===== src/rtl/uart_receiver.sv =====
// uart_receiver: 8N1 serial-to-parallel receiver with a one-byte holding register
// and a ready/valid output port.
//   clk            rising-edge clock
//   rst            synchronous active-high reset
//   serial_in      asynchronous serial line, idle high
//   data_out       received byte, LSB = first data bit on the wire
//   data_out_valid data_out holds an unconsumed byte
//   data_out_ready consumer accepts the byte when valid && ready
//   framing_error  one-cycle pulse: stop bit sampled low
//   overrun_error  one-cycle pulse: good byte dropped, holding register full
module uart_receiver #(
   parameter int unsigned CLOCK_FREQ = 50_000_000,
   parameter int unsigned BAUD_RATE  = 115_200
) (
   input  logic       clk,
   input  logic       rst,
   input  logic       serial_in,
   output logic [7:0] data_out,
   output logic       data_out_valid,
   input  logic       data_out_ready,
   output logic       framing_error,
   output logic       overrun_error
);

   localparam int unsigned SYMBOL_EDGE_TIME = CLOCK_FREQ / BAUD_RATE;
   localparam int unsigned SAMPLE_TIME      = SYMBOL_EDGE_TIME / 2;
   localparam int unsigned CW               = $clog2(SYMBOL_EDGE_TIME);
   localparam logic [CW-1:0] SAMPLE_LAST    = CW'(SAMPLE_TIME - 1);
   localparam logic [CW-1:0] SYMBOL_LAST    = CW'(SYMBOL_EDGE_TIME - 1);

   typedef enum logic [2:0] {IDLE, START, DATA, STOP, WAIT_HIGH} state_t;

   state_t        state, state_next;
   logic          sync_meta, rx, rx_prev;
   logic [1:0]    warm;
   logic [CW-1:0] cnt, cnt_next;
   logic [2:0]    bit_idx, bit_idx_next;
   logic [7:0]    shreg, shreg_next;
   logic          frame_good, frame_bad;
   logic          handshake;

   // rx carries the reset value of the synchronizer for two cycles after reset.
   // warm keeps rx_prev at 0 until rx holds a real line sample, so a line that
   // is already low at reset release never looks like a 1->0 transition.
   always_ff @(posedge clk) begin
      if (rst) begin
         sync_meta <= 1'b1;
         rx        <= 1'b1;
         rx_prev   <= 1'b0;
         warm      <= '0;
      end else begin
         sync_meta <= serial_in;
         rx        <= sync_meta;
         rx_prev   <= rx & warm[1];
         warm      <= {warm[0], 1'b1};
      end
   end

   always_ff @(posedge clk) begin
      if (rst) begin
         state   <= IDLE;
         cnt     <= '0;
         bit_idx <= '0;
         shreg   <= '0;
      end else begin
         state   <= state_next;
         cnt     <= cnt_next;
         bit_idx <= bit_idx_next;
         shreg   <= shreg_next;
      end
   end

   always_comb begin
      state_next   = state;
      cnt_next     = cnt + CW'(1);
      bit_idx_next = bit_idx;
      shreg_next   = shreg;
      frame_good   = 1'b0;
      frame_bad    = 1'b0;
      unique case (state)
         IDLE: begin
            cnt_next = '0;
            if (rx_prev && !rx) state_next = START;
         end
         START: begin
            if (cnt == SAMPLE_LAST) begin
               cnt_next = '0;
               if (rx) begin
                  state_next = IDLE;
               end else begin
                  state_next   = DATA;
                  bit_idx_next = '0;
               end
            end
         end
         DATA: begin
            if (cnt == SYMBOL_LAST) begin
               cnt_next     = '0;
               shreg_next   = {rx, shreg[7:1]};
               bit_idx_next = bit_idx + 3'd1;
               if (bit_idx == 3'd7) state_next = STOP;
            end
         end
         STOP: begin
            if (cnt == SYMBOL_LAST) begin
               cnt_next = '0;
               if (rx) begin
                  frame_good = 1'b1;
                  state_next = IDLE;
               end else begin
                  frame_bad  = 1'b1;
                  state_next = WAIT_HIGH;
               end
            end
         end
         WAIT_HIGH: begin
            cnt_next = '0;
            if (rx) state_next = IDLE;
         end
         default: begin
            cnt_next   = '0;
            state_next = IDLE;
         end
      endcase
   end

   assign handshake = data_out_valid && data_out_ready;

   // A handshake in the stop-sample cycle frees the register in time for the
   // new byte, so load wins over clear and no overrun is flagged.
   always_ff @(posedge clk) begin
      if (rst) begin
         data_out       <= '0;
         data_out_valid <= 1'b0;
         framing_error  <= 1'b0;
         overrun_error  <= 1'b0;
      end else begin
         framing_error <= frame_bad;
         overrun_error <= 1'b0;
         if (frame_good && (!data_out_valid || handshake)) begin
            data_out       <= shreg;
            data_out_valid <= 1'b1;
         end else begin
            if (frame_good) overrun_error <= 1'b1;
            if (handshake)  data_out_valid <= 1'b0;
         end
      end
   end

endmodule


===== config.mk =====
export PLATFORM = sky130hd
export DESIGN_NAME = uart_receiver
export DESIGN_NICKNAME = d
export VERILOG_FILES = /design/src/rtl/uart_receiver.sv
export SDC_FILE = /design/constraint.sdc
export NUM_CORES = 1
export LEC_CHECK = 0
export ABC_CLOCK_PERIOD_IN_PS = 2420
export CORE_UTILIZATION = 26
export DETAILED_ROUTE_END_ITERATION = 10
export SLEW_MARGIN = 5
export SYNTH_ARGS = -nofsm -noshare
export SYNTH_HDL_FRONTEND = slang
export SYNTH_SLANG_ARGS = --single-unit
export TNS_END_PERCENT = 1

===== constraint.sdc =====
create_clock -name clk -period 2.42 [get_ports clk]
set_clock_uncertainty 0.15 [all_clocks]
set_input_delay 0.484 -clock clk [delete_from_list [all_inputs] [get_ports clk]]
set_output_delay 0.484 -clock clk [all_outputs]
set_load 0.05 [all_outputs]

==> metrics.csv <==
metric;value;unit
Cell Area, Placed;1890;sq um
Post-synth EDFFs;0;
Post-DRT Antenna Nets;0;
crit-path cells;clkdlybuf4s50_1;
DP Wirelength;2.25;mm
Top Ports;15;
Layout area overhead;19.3;%
Worst Path Buf+Inv;1;
Tightest Pin Transition;0.569;ns
Max stage delay cell, worst path;clkdlybuf4s50_1;
# resized after CTS;0;
drt first pass iters;4;
insertion delay to the later sink of the worst-skew pair;0.29;ns
clock root cell;clkbuf_8;
CTS sink cnt;39;
synth top area cells;dfxtp_1 47%, nor2_1 5.2%, mux2i_1 4.8%;
leak pwr;0.707;nW
Residual DRC;0;
CTS tree;built;
pre-CTS setup slack;0.394;ns
Crit path largest cell delay;0.81;ns
count of max-cap constraint violations;0;
I/O Buffers;14;
Hold Crit Class;reg -> reg;
Syn Area/Cell;9.46;sq um
crit path kind;reg -> out;
number of setup buffers added after CTS;0;
GRT Total Usage;10.5;%
ys async rst share;0;%
final worst setup slack;0.347;ns
Yosys top cell area share;46.9;%
Cells after Synth;176;
hold_buf cts;0;
synthesized flop and latch total;39;
Util after Layout;32.8;%
syn nets;185;
Pins Over Slew Limit;0;
vias in the first global route;1137;
CP Max Fanout;2;
Crit. End Element;output pin;
Post-Syn Area;1670;sq um
total die area;6730;sq um
gr ovfl total;0;
H-tree Lvls;2;
layout cell share with drive strength beyond 1;10.4;%
Reg clk slew, reported paths;0.08;ns
row count;28;
Total Wirelength;3.18;mm
# placed instances;260;
arrival time worst endpoint;1.44;ns
top_reg_cell synth;dfxtp_1;
Power Density;571;nW/um^2
sequential element share of the synthesized area;46.9;%
n_diodes;0;
# nets final;201;
area of the core;6060;sq um
Synth cell types;39;
worst hold slack;0.264;ns
Synth Warn #;0;
Fin. Hold Viols;0;
Synth area leader;dfxtp_1;
CTS Buffer Depth;2;
RSZ-0062 raised after global routing;no;
nature of the critical path startpoint;flop;
RePlAce Congestion;0.733;
Num CTS Buffers;5;
Final Setup Violations;0;
Worst slew margin;62.0;%
Fmax;0.482;GHz
antenna violations before repair;0;
total number of vias;1242;
largest net degree at the start of global routing;14;
Post-Route Setup TNS;0;ns
Initial Util;27.5;%
status;finished clean;
initial detailed-routing violation count;41;
Post-Layout Cell Count;268;
Worst EP required;1.79;ns
CP top delay family;buffers and inverters;
VDD IR-drop max;0.208;mV
post-DR vias/cell;4.63;
Chip Height;82.0;um
period utilization;85.7;%
DR WL/cell;11.8;um
first-pass GRT wire length;5.27;mm
fin area;1990;sq um
chip width;82.0;um
fin crit period;2.07;ns
total chip power;1.14;mW
final timing paths:
path / startpoint / to / slack [ns] / cells after the start
setup / recovery: data_out[7]$_SDFFE_PP0P_ / data_out[7] / 0.35 / 1
hold / removal: sync_meta$_SDFF_PP1_ / rx$_SDFF_PP1_ / 0.26 / 1
setup reg to reg: cnt[0]$_SDFF_PP0_ / cnt[7]$_SDFF_PP0_ / 0.40 / 6
hold reg to reg: sync_meta$_SDFF_PP1_ / rx$_SDFF_PP1_ / 0.26 / 1
registers in the layout (all words and copies together), names as in the netlist:
register        flops
warm                2
state               3
data_out            8
rx                  1
overrun_error       1
shreg               8
rx_prev             1
bit_idx             3
framing_error       1
cnt                 9
data_out_valid      1
sync_meta           1
report_power, final:
part	internal [mW]	switching (mW)
sequential	0.645	0.00282
combinational	0.0109	0.0127
clock	0.233	0.231
synth_stat cells (all sizes together) (3+ instances only):
cell type  count
o21ai          9
nand2          6
mux2i          8
buf            6
xnor2          6
dfxtp         39
nand3         14
nor2          23
a21oi         11
clkbuf         3
inv            9
o32ai          3
ha             5
kinds of logic (layout without fill, tap and decap cells):
group	Yosys count	count (layout)	share of synthesized area (%)
AO/OA/AOI/OAI	33	33	14.3
XOR/XNOR	7	7	3.68
adder cells (fa/ha/maj)	5	5	3.76
buffers and inverters	18	35	4.51
flip-flops	39	39	46.9
multiplexers	8	8	4.81
AND/OR/NAND/NOR	66	66	22.1
metal layers:
metal	GRT usage (%)	wire [um]	vias to the layer above
li1	-	-	642
met1	13.6	1610	588
met2	15.7	1460	10
met3	3.33	81	2
met4	4.74	27	0
met5	0	0	-
cell type report:
type	instances	area [sq um]
fill	633	4070
inverter	9	33.8
tap	75	93.8
multi-input combinational	119	810
sequential	39	781
timing repair buffer	18	170
clock buffer	6	82.6
clock inverter	2	16.3
layout by cell type (no fill, tap or decap), types with 3 or more instances in the layout:
cell type         n
nand2_1           6
o32ai_1           3
a21oi_1          11
clkbuf_8          6
nand3_1          14
nor2_1           23
mux2i_1           8
dfxtp_1          39
inv_1             9
clkdlybuf4s50_1  14
ha_1              5
buf_4             4
o21ai_0           8
xnor2_1           6
No activity file was read; power rests on OpenSTA's default activity.
